File: src/rtl/pixel_proc_pkg.sv
// Shared definitions for the streaming pixel processor.
//   mode_e  : point-operation encodings (values 5..7 behave as bypass)
//   state_e : frame-control FSM states
//   mark_t  : line/frame markers that travel alongside each beat
//   pix_off : bit offset of pixel p inside a packed beat
package pixel_proc_pkg;

    typedef enum logic [2:0] {
        MODE_BYPASS = 3'd0,
        MODE_ADD    = 3'd1,
        MODE_SUB    = 3'd2,
        MODE_INV    = 3'd3,
        MODE_THRESH = 3'd4
    } mode_e;

    typedef enum logic [1:0] {
        ST_IDLE  = 2'd0,
        ST_RUN   = 2'd1,
        ST_DRAIN = 2'd2,
        ST_DONE  = 2'd3
    } state_e;

    typedef struct packed {
        logic sof;
        logic eof;
        logic sol;
        logic eol;
    } mark_t;

    localparam int unsigned PIX_CH = 3;

    // Pixel p occupies [pix_off(p,dw) +: 3*dw], packed {R,G,B}.
    function automatic int unsigned pix_off(input int unsigned p, input int unsigned dw);
        return p * PIX_CH * dw;
    endfunction

endpackage

File: src/rtl/pixel_op_lane.sv
// One pixel's two-stage point-operation datapath.
//   clk, rst_n : clock, async active-low reset
//   ld1        : load stage 1 from pix_in (input beat accepted)
//   ld2        : load stage 2 / pix_out from stage 1
//   mode, value, threshold : frame-latched operation controls
//   pix_in     : {R,G,B} input pixel
//   pix_out    : {R,G,B} processed pixel (registered)
module pixel_op_lane
    import pixel_proc_pkg::*;
#(
    parameter int DW = 8
) (
    input  logic            clk,
    input  logic            rst_n,
    input  logic            ld1,
    input  logic            ld2,
    input  logic [2:0]      mode,
    input  logic [DW-1:0]   value,
    input  logic [DW-1:0]   threshold,
    input  logic [3*DW-1:0] pix_in,
    output logic [3*DW-1:0] pix_out
);

    localparam logic [DW-1:0] MAX = '1;

    // Channel index 0 = B, 1 = G, 2 = R (R sits in the MSBs).
    logic [2:0][DW-1:0] ch_in;
    logic [2:0][DW-1:0] ch_s1;
    logic [2:0][DW:0]   add_s1;
    logic [2:0][DW:0]   sub_s1;   // MSB set means the difference went negative
    logic [DW+1:0]      sum_s1;
    logic [DW-1:0]      grey;
    logic [2:0][DW-1:0] res;

    assign ch_in = pix_in;

    always_ff @(posedge clk or negedge rst_n) begin
        if (!rst_n) begin
            ch_s1  <= '0;
            add_s1 <= '0;
            sub_s1 <= '0;
            sum_s1 <= '0;
        end else if (ld1) begin
            for (int c = 0; c < 3; c++) begin
                ch_s1[c]  <= ch_in[c];
                add_s1[c] <= {1'b0, ch_in[c]} + {1'b0, value};
                sub_s1[c] <= {1'b0, ch_in[c]} - {1'b0, value};
            end
            sum_s1 <= (DW+2)'(ch_in[0]) + (DW+2)'(ch_in[1]) + (DW+2)'(ch_in[2]);
        end
    end

    // floor(sum/3) always fits DW bits since sum <= 3*MAX.
    always_comb begin
        grey = DW'(sum_s1 / (DW+2)'(3));
        res  = ch_s1;
        case (mode)
            MODE_ADD:
                for (int c = 0; c < 3; c++)
                    res[c] = add_s1[c][DW] ? MAX : add_s1[c][DW-1:0];
            MODE_SUB:
                for (int c = 0; c < 3; c++)
                    res[c] = sub_s1[c][DW] ? '0 : sub_s1[c][DW-1:0];
            MODE_INV:
                for (int c = 0; c < 3; c++)
                    res[c] = MAX - grey;
            MODE_THRESH:
                for (int c = 0; c < 3; c++)
                    res[c] = (grey > threshold) ? MAX : '0;
            default: ;
        endcase
    end

    always_ff @(posedge clk or negedge rst_n) begin
        if (!rst_n)
            pix_out <= '0;
        else if (ld2)
            pix_out <= res;
    end

endmodule

File: src/rtl/pixel_stream_proc.sv
// Streaming RGB point-operation processor, PIX_PER_CLK pixels per beat.
//   HCLK, HRESETn        : clock, async active-low reset
//   start                : frame start request (sampled in ST_IDLE)
//   mode/value/threshold : operation controls, latched at frame start
//   in_valid/in_ready/in_data     : input beat handshake
//   out_valid/out_ready/out_data  : output beat handshake
//   out_sol/eol/sof/eof  : line/frame markers of the current output beat
//   busy                 : frame in progress (ST_RUN, ST_DRAIN)
//   ctrl_done            : one-cycle pulse after the eof beat leaves
module pixel_stream_proc
    import pixel_proc_pkg::*;
#(
    parameter int WIDTH       = 512,
    parameter int HEIGHT      = 512,
    parameter int DW          = 8,
    parameter int PIX_PER_CLK = 2
) (
    input  logic                        HCLK,
    input  logic                        HRESETn,
    input  logic                        start,
    input  logic [2:0]                  mode,
    input  logic [DW-1:0]               value,
    input  logic [DW-1:0]               threshold,
    input  logic                        in_valid,
    output logic                        in_ready,
    input  logic [PIX_PER_CLK*3*DW-1:0] in_data,
    output logic                        out_valid,
    input  logic                        out_ready,
    output logic [PIX_PER_CLK*3*DW-1:0] out_data,
    output logic                        out_sol,
    output logic                        out_eol,
    output logic                        out_sof,
    output logic                        out_eof,
    output logic                        busy,
    output logic                        ctrl_done
);

    localparam int BEATS  = WIDTH / PIX_PER_CLK;
    localparam int CW     = (BEATS > 1) ? $clog2(BEATS) : 1;
    localparam int RW     = (HEIGHT > 1) ? $clog2(HEIGHT) : 1;
    localparam int STAGES = 2;

    state_e              state, state_nx;
    logic [CW-1:0]       col;
    logic [RW-1:0]       row;
    logic [2:0]          mode_q;
    logic [DW-1:0]       value_q, thresh_q;
    logic [STAGES:1]     vld_pipe;
    mark_t               mk_in, mk_s1, mk_s2;
    logic                en, accept, ld2, last_col, last_row, eof_fire;

    // Whole pipeline advances together; stage 2 only blocks when it holds
    // a beat the sink has not taken.
    assign en       = !vld_pipe[STAGES] || out_ready;
    assign in_ready = en && (state == ST_RUN);
    assign accept   = in_valid && in_ready;
    assign ld2      = en && vld_pipe[1];

    assign last_col = (col == CW'(BEATS - 1));
    assign last_row = (row == RW'(HEIGHT - 1));

    always_comb begin
        mk_in     = '0;
        mk_in.sol = (col == '0);
        mk_in.eol = last_col;
        mk_in.sof = (col == '0) && (row == '0);
        mk_in.eof = last_col && last_row;
    end

    // Markers are gated so they never show without a valid beat.
    assign out_valid = vld_pipe[STAGES];
    assign out_sol   = out_valid && mk_s2.sol;
    assign out_eol   = out_valid && mk_s2.eol;
    assign out_sof   = out_valid && mk_s2.sof;
    assign out_eof   = out_valid && mk_s2.eof;
    assign eof_fire  = out_eof && out_ready;

    assign busy      = (state == ST_RUN) || (state == ST_DRAIN);
    assign ctrl_done = (state == ST_DONE);

    // ---------------- frame control FSM ----------------
    always_ff @(posedge HCLK or negedge HRESETn) begin
        if (!HRESETn) state <= ST_IDLE;
        else          state <= state_nx;
    end

    always_comb begin
        state_nx = state;
        case (state)
            ST_IDLE:  if (start)                        state_nx = ST_RUN;
            ST_RUN:   if (accept && last_col && last_row) state_nx = ST_DRAIN;
            ST_DRAIN: if (eof_fire)                     state_nx = ST_DONE;
            ST_DONE:                                    state_nx = ST_IDLE;
            default:                                    state_nx = ST_IDLE;
        endcase
    end

    // ---------------- counters and frame configuration ----------------
    always_ff @(posedge HCLK or negedge HRESETn) begin
        if (!HRESETn) begin
            col      <= '0;
            row      <= '0;
            mode_q   <= '0;
            value_q  <= '0;
            thresh_q <= '0;
        end else if (state == ST_IDLE && start) begin
            col      <= '0;
            row      <= '0;
            mode_q   <= mode;
            value_q  <= value;
            thresh_q <= threshold;
        end else if (accept) begin
            if (last_col) begin
                col <= '0;
                row <= last_row ? '0 : row + RW'(1);
            end else begin
                col <= col + CW'(1);
            end
        end
    end

    // ---------------- valid / marker pipeline ----------------
    always_ff @(posedge HCLK or negedge HRESETn) begin
        if (!HRESETn) begin
            vld_pipe <= '0;
            mk_s1    <= '0;
            mk_s2    <= '0;
        end else if (en) begin
            vld_pipe[1] <= accept;
            vld_pipe[2] <= vld_pipe[1];
            if (accept)      mk_s1 <= mk_in;
            if (vld_pipe[1]) mk_s2 <= mk_s1;
        end
    end

    // ---------------- per-pixel datapath ----------------
    for (genvar p = 0; p < PIX_PER_CLK; p++) begin : g_lane
        pixel_op_lane #(.DW(DW)) u_lane (
            .clk       (HCLK),
            .rst_n     (HRESETn),
            .ld1       (accept),
            .ld2       (ld2),
            .mode      (mode_q),
            .value     (value_q),
            .threshold (thresh_q),
            .pix_in    (in_data[pix_off(p, DW) +: 3*DW]),
            .pix_out   (out_data[pix_off(p, DW) +: 3*DW])
        );
    end

endmodule

File: config.mk
export PLATFORM = sky130hd
export DESIGN_NAME = pixel_stream_proc
export DESIGN_NICKNAME = d
export VERILOG_FILES = /design/src/rtl/pixel_proc_pkg.sv /design/src/rtl/pixel_op_lane.sv /design/src/rtl/pixel_stream_proc.sv
export SDC_FILE = /design/constraint.sdc
export NUM_CORES = 1
export LEC_CHECK = 0
export ABC_AREA = 0
export CAP_MARGIN = 20
export CORE_MARGIN = 2
export CORE_UTILIZATION = 65
export CTS_CLUSTER_SIZE = 30
export DETAILED_ROUTE_END_ITERATION = 10
export HOLD_SLACK_MARGIN = 0.1
export PLACE_DENSITY = 0.87
export SLEW_MARGIN = 5
export SYNTH_ARGS = -nofsm -noshare
export SYNTH_HDL_FRONTEND = slang
export SYNTH_SLANG_ARGS = --single-unit
File: constraint.sdc
create_clock -name HCLK -period 14.75 [get_ports HCLK]
set_input_delay 2.95 -clock HCLK [delete_from_list [all_inputs] [get_ports HCLK]]
set_output_delay 2.95 -clock HCLK [all_outputs]
set_load 0.02 [all_outputs]
==> out/qor.txt <==
Outcome: finished, final reports clean
Initial DRT Pass Iterations: 6
Peak Freq: 134 MHz
Critical Path RT: 11.80 ns
Final Cell Area: 0.0201 sq mm
Power density cells: 246 mW/mm^2
Peak VDD IR: 0.151 mV
PnR worst setup slack: 7.30 ns
Register area: 0.00666 sq mm
Die area: 0.0287 sq mm
Worst Clk Skew: 0.0214 ns
Sequential group share of total power: 28.3%
DR vias: 15.8k
Met3 Track Usage GR: 5.13%
Critical path cell sequence: clkdlybuf4s50_1 -> nand2b_1 -> and2_1 -> clkdlybuf4s50_1
Worst path arrival time: 4.50 ns
Core area: 0.0269 sq mm
H-tree depth: 1
Grt ovf: 0
Placed Instance Area: 0.0191 sq mm
Reg2reg setup slack: 8.01 ns
Clock-pin transition on the worst setup and hold timing paths: 0.06 ns
Post-Syn Area: 0.0178 sq mm
Post-synth EDFFs: 0
All-Layer GR Usage: 34.7%
Grt met1 use: 47.5%
Setup crit start: out_ready
Multi-input logic area: 0.0103 sq mm
Cell taking the most area after synthesis: dfrtp_1
Inst Count DP: 2,464
Reg2reg end: g_lane[1].u_lane.pix_out[3]
Vias/cell: 6.28
DP Wirelength: 33.5 mm
Die Ht: 169 um
RSZ-0062 raised after global routing: false
WL final: 49.8 mm
Skew-Pair Late Insertion Delay: 0.57 ns
Worst reg2reg path startpoint: g_lane[1].u_lane.sum_s1[9]
Setup bufs post-CTS: 0
Final Hold Viols: 0
Pre-CTS setup slack: 7.32 ns
Crit-path leading delay family: buffers and inverters
CTS Buf Count: 29
Post-CTS sizing: 0
Ys flop type: dfrtp_1
CTS Hold Bufs: 0
DRC: 0
Tcrit/Tclk final: 50.5%
Final nets: 2,401
Combinational power share: 57.2%
Largest net degree at the start of global routing: 129
Worst slew pin tran: 1.10 ns
Detailed Route Iter0 Violations: 1,567
First-pass GRT wire length: 79.4 mm
Crit path capture type: primary output
Mean Syn Cell Area: 8.47 sq um
Met2 Usage GRT: 56.0%
Top cell type's share of synthesized area: 37.5%
Final min period: 7.45 ns
Clock network power share: 14.4%
Register bit total from synthesis: 266
Sw frac: 47.6%
Setup TNS: 0 ns
Die Wd: 169 um
Syn Inst Count: 2,099
Slew margin rel.: 26.7%
Bufs and invs on worst path: 2
Synth area leaders: dfrtp_1 (37%), ha_1 (11%), nand2_1 (8.7%)
Internal power: 0.00258 W
Switch Pwr: 0.00235 W
Max incr delay on CP: 0.63 ns
WL per Instance: 19.8 um
Share of cells above drive strength 1: 4.37%
Cell variety after synth: 87
Worst hold path startpoint: g_lane[0].u_lane.ch_s1[2]
Vias in the first global route: 15.5k
Clock root buffer master: clkbuf_16
Slowest cell on crit path: clkdlybuf4s50_1
MaxCap Viol Count: 0
Initial antenna violation count: 1
Fillers: 1,896
Most frequent cell after synthesis: nand2_1
RePlAce Congestion: 0.904
Area Growth Syn to Fin: 13.0%
Final core occ: 74.7%
Startpoint Class: input pin
Critical-path maximum fanout: 6
Post-synth top cells: nand2_1 (410), dfrtp_1 (266), o21ai_0 (265), ha_1 (156), a21oi_1 (138)
CTS tree: built
Clock sinks: 266
Synthesis warning total: 0
Initial Util: 66.1%
Final setup vio count: 0
Max Buffers Root-to-Sink: 3
Slew Viols, Final: 0
Leakage: 9.36 nW
Routed Antenna Nets: 0
Critical path type: in2out
Io pins: 128
Cells on Worst Hold Path: 2
Synth Net Count: 2,343
Most Frequent Cell on Critical Path: clkdlybuf4s50_1
GR peak layer: met2
Non-filler cells, final: 2,517
Share of synthesized registers carrying an async set or reset: 100%
Port Buf Inserts: 127
Post-synthesis sequential area ratio: 37.5%
HP Class: reg2reg
Worst Hold Path EP: g_lane[0].u_lane.ch_s1[2]
Reg2reg path depth: 26
# rows: 60
## worst max-delay path by stage
| stage | endpoint | cells after the start | slack [ns] |
|---|---|---|---|
| after floorplan | in_ready | 2 | 8.43 |
| after global placement | in_ready | 4 | 7.35 |
| after detailed placement | in_ready | 4 | 7.32 |
| after CTS | in_ready | 4 | 7.32 |
| after global routing | in_ready | 4 | 7.25 |
| final | in_ready | 4 | 7.30 |
## sequential cells by signal, indices dropped and copies added, names as in the netlist, 4 cells and up
name	cells
g_lane.u_lane.sub_s1	54
g_lane.u_lane.add_s1	48
g_lane.u_lane.ch_s1	48
g_lane.u_lane.pix_out	48
g_lane.u_lane.sum_s1	20
row	9
col	8
thresh_q	8
value_q	8
mk_s1	4
mk_s2	4
## through the flow
| step | power, W | hold slack [ns] |
|---|---|---|
| 4_1_cts | 0.00486 | 0.472 |
| 2_1_floorplan | 0.00330 | 0.438 |
| 3_5_place_dp | 0.00412 | 0.457 |
| 3_3_place_gp | 0.00397 | 0.451 |
| 5_1_grt | 0.00529 | 0.497 |
| 6_report | 0.00493 | 0.470 |
## per-layer routing
layer | vias up | part of all wire [%] | routed length, um
met1 | 7615 | 41 | 20600
li1 | 7312 | - | -
met2 | 713 | 47 | 23200
met3 | 157 | 7.9 | 3920
met5 | - | 0 | 0
met4 | 0 | 4.1 | 2050
## worst reg2reg max path, cell delays in order (launching register included)
cell	delay, ns
dfrtp_1	0.66
and2b_1	0.25
o21ai_1	0.12
o22ai_1	0.60
nor3_4	0.19
inv_2	0.27
nand2_1	0.10
mux4_2	0.53
xnor2_1	0.16
ha_1	0.32
nor2_1	0.17
nand2_1	0.09
nor2_1	0.17
a311oi_2	0.11
o31ai_1	0.14
o211ai_2	0.13
a21oi_1	0.19
ha_1	0.17
nor2b_1	0.04
o21a_1	0.16
o21a_1	0.16
o21bai_1	0.12
a21oi_1	0.11
nor2_1	0.53
o21ai_0	0.57
o22ai_1	0.40
o21ai_0	0.13
## kinds of logic after synthesis
| kind of cell | after synthesis | synth area share (%) |
|---|---|---|
| AO/OA/AOI/OAI | 627 | 21.3 |
| multiplexers | 10 | 0.676 |
| AND/OR/NAND/NOR | 689 | 17.2 |
| adder cells (fa/ha/maj) | 172 | 12.8 |
| buffers and inverters | 221 | 4.94 |
| flip-flops | 266 | 37.5 |
| XOR/XNOR | 114 | 5.70 |
## layout by cell type (no fill, tap or decap), types with 85 or more instances in the layout
master / n
nand2_1: 408
ha_1: 156
nor2_1: 122
a21oi_1: 138
clkdlybuf4s50_1: 126
dfrtp_1: 266
o21ai_0: 265
xnor2_1: 85
inv_1: 104
## power by group through the flow
stage / registers (W) / logic [W] / clock network [W]
after global routing: 0.00143 / 0.00311 / 0.000745
after CTS: 0.00138 / 0.00276 / 0.000715
after detailed placement: 0.00139 / 0.00273 / 0
after floorplan: 0.00128 / 0.00201 / 0
after global placement: 0.00137 / 0.00261 / 0
final: 0.00140 / 0.00282 / 0.000712
## cell type report
type / count / share of cell area, %
Multi-Input combinational cell: 1612 / 51.1
Sequential cell: 266 / 33.2
Timing Repair Buffer: 142 / 7.03
Clock buffer: 40 / 4.12
Tap cell: 341 / 2.13
Inverter: 106 / 1.98
Clock inverter: 9 / 0.449
Antenna cell: 1 / 0.0125
Power figures use the tool's default switching activity.
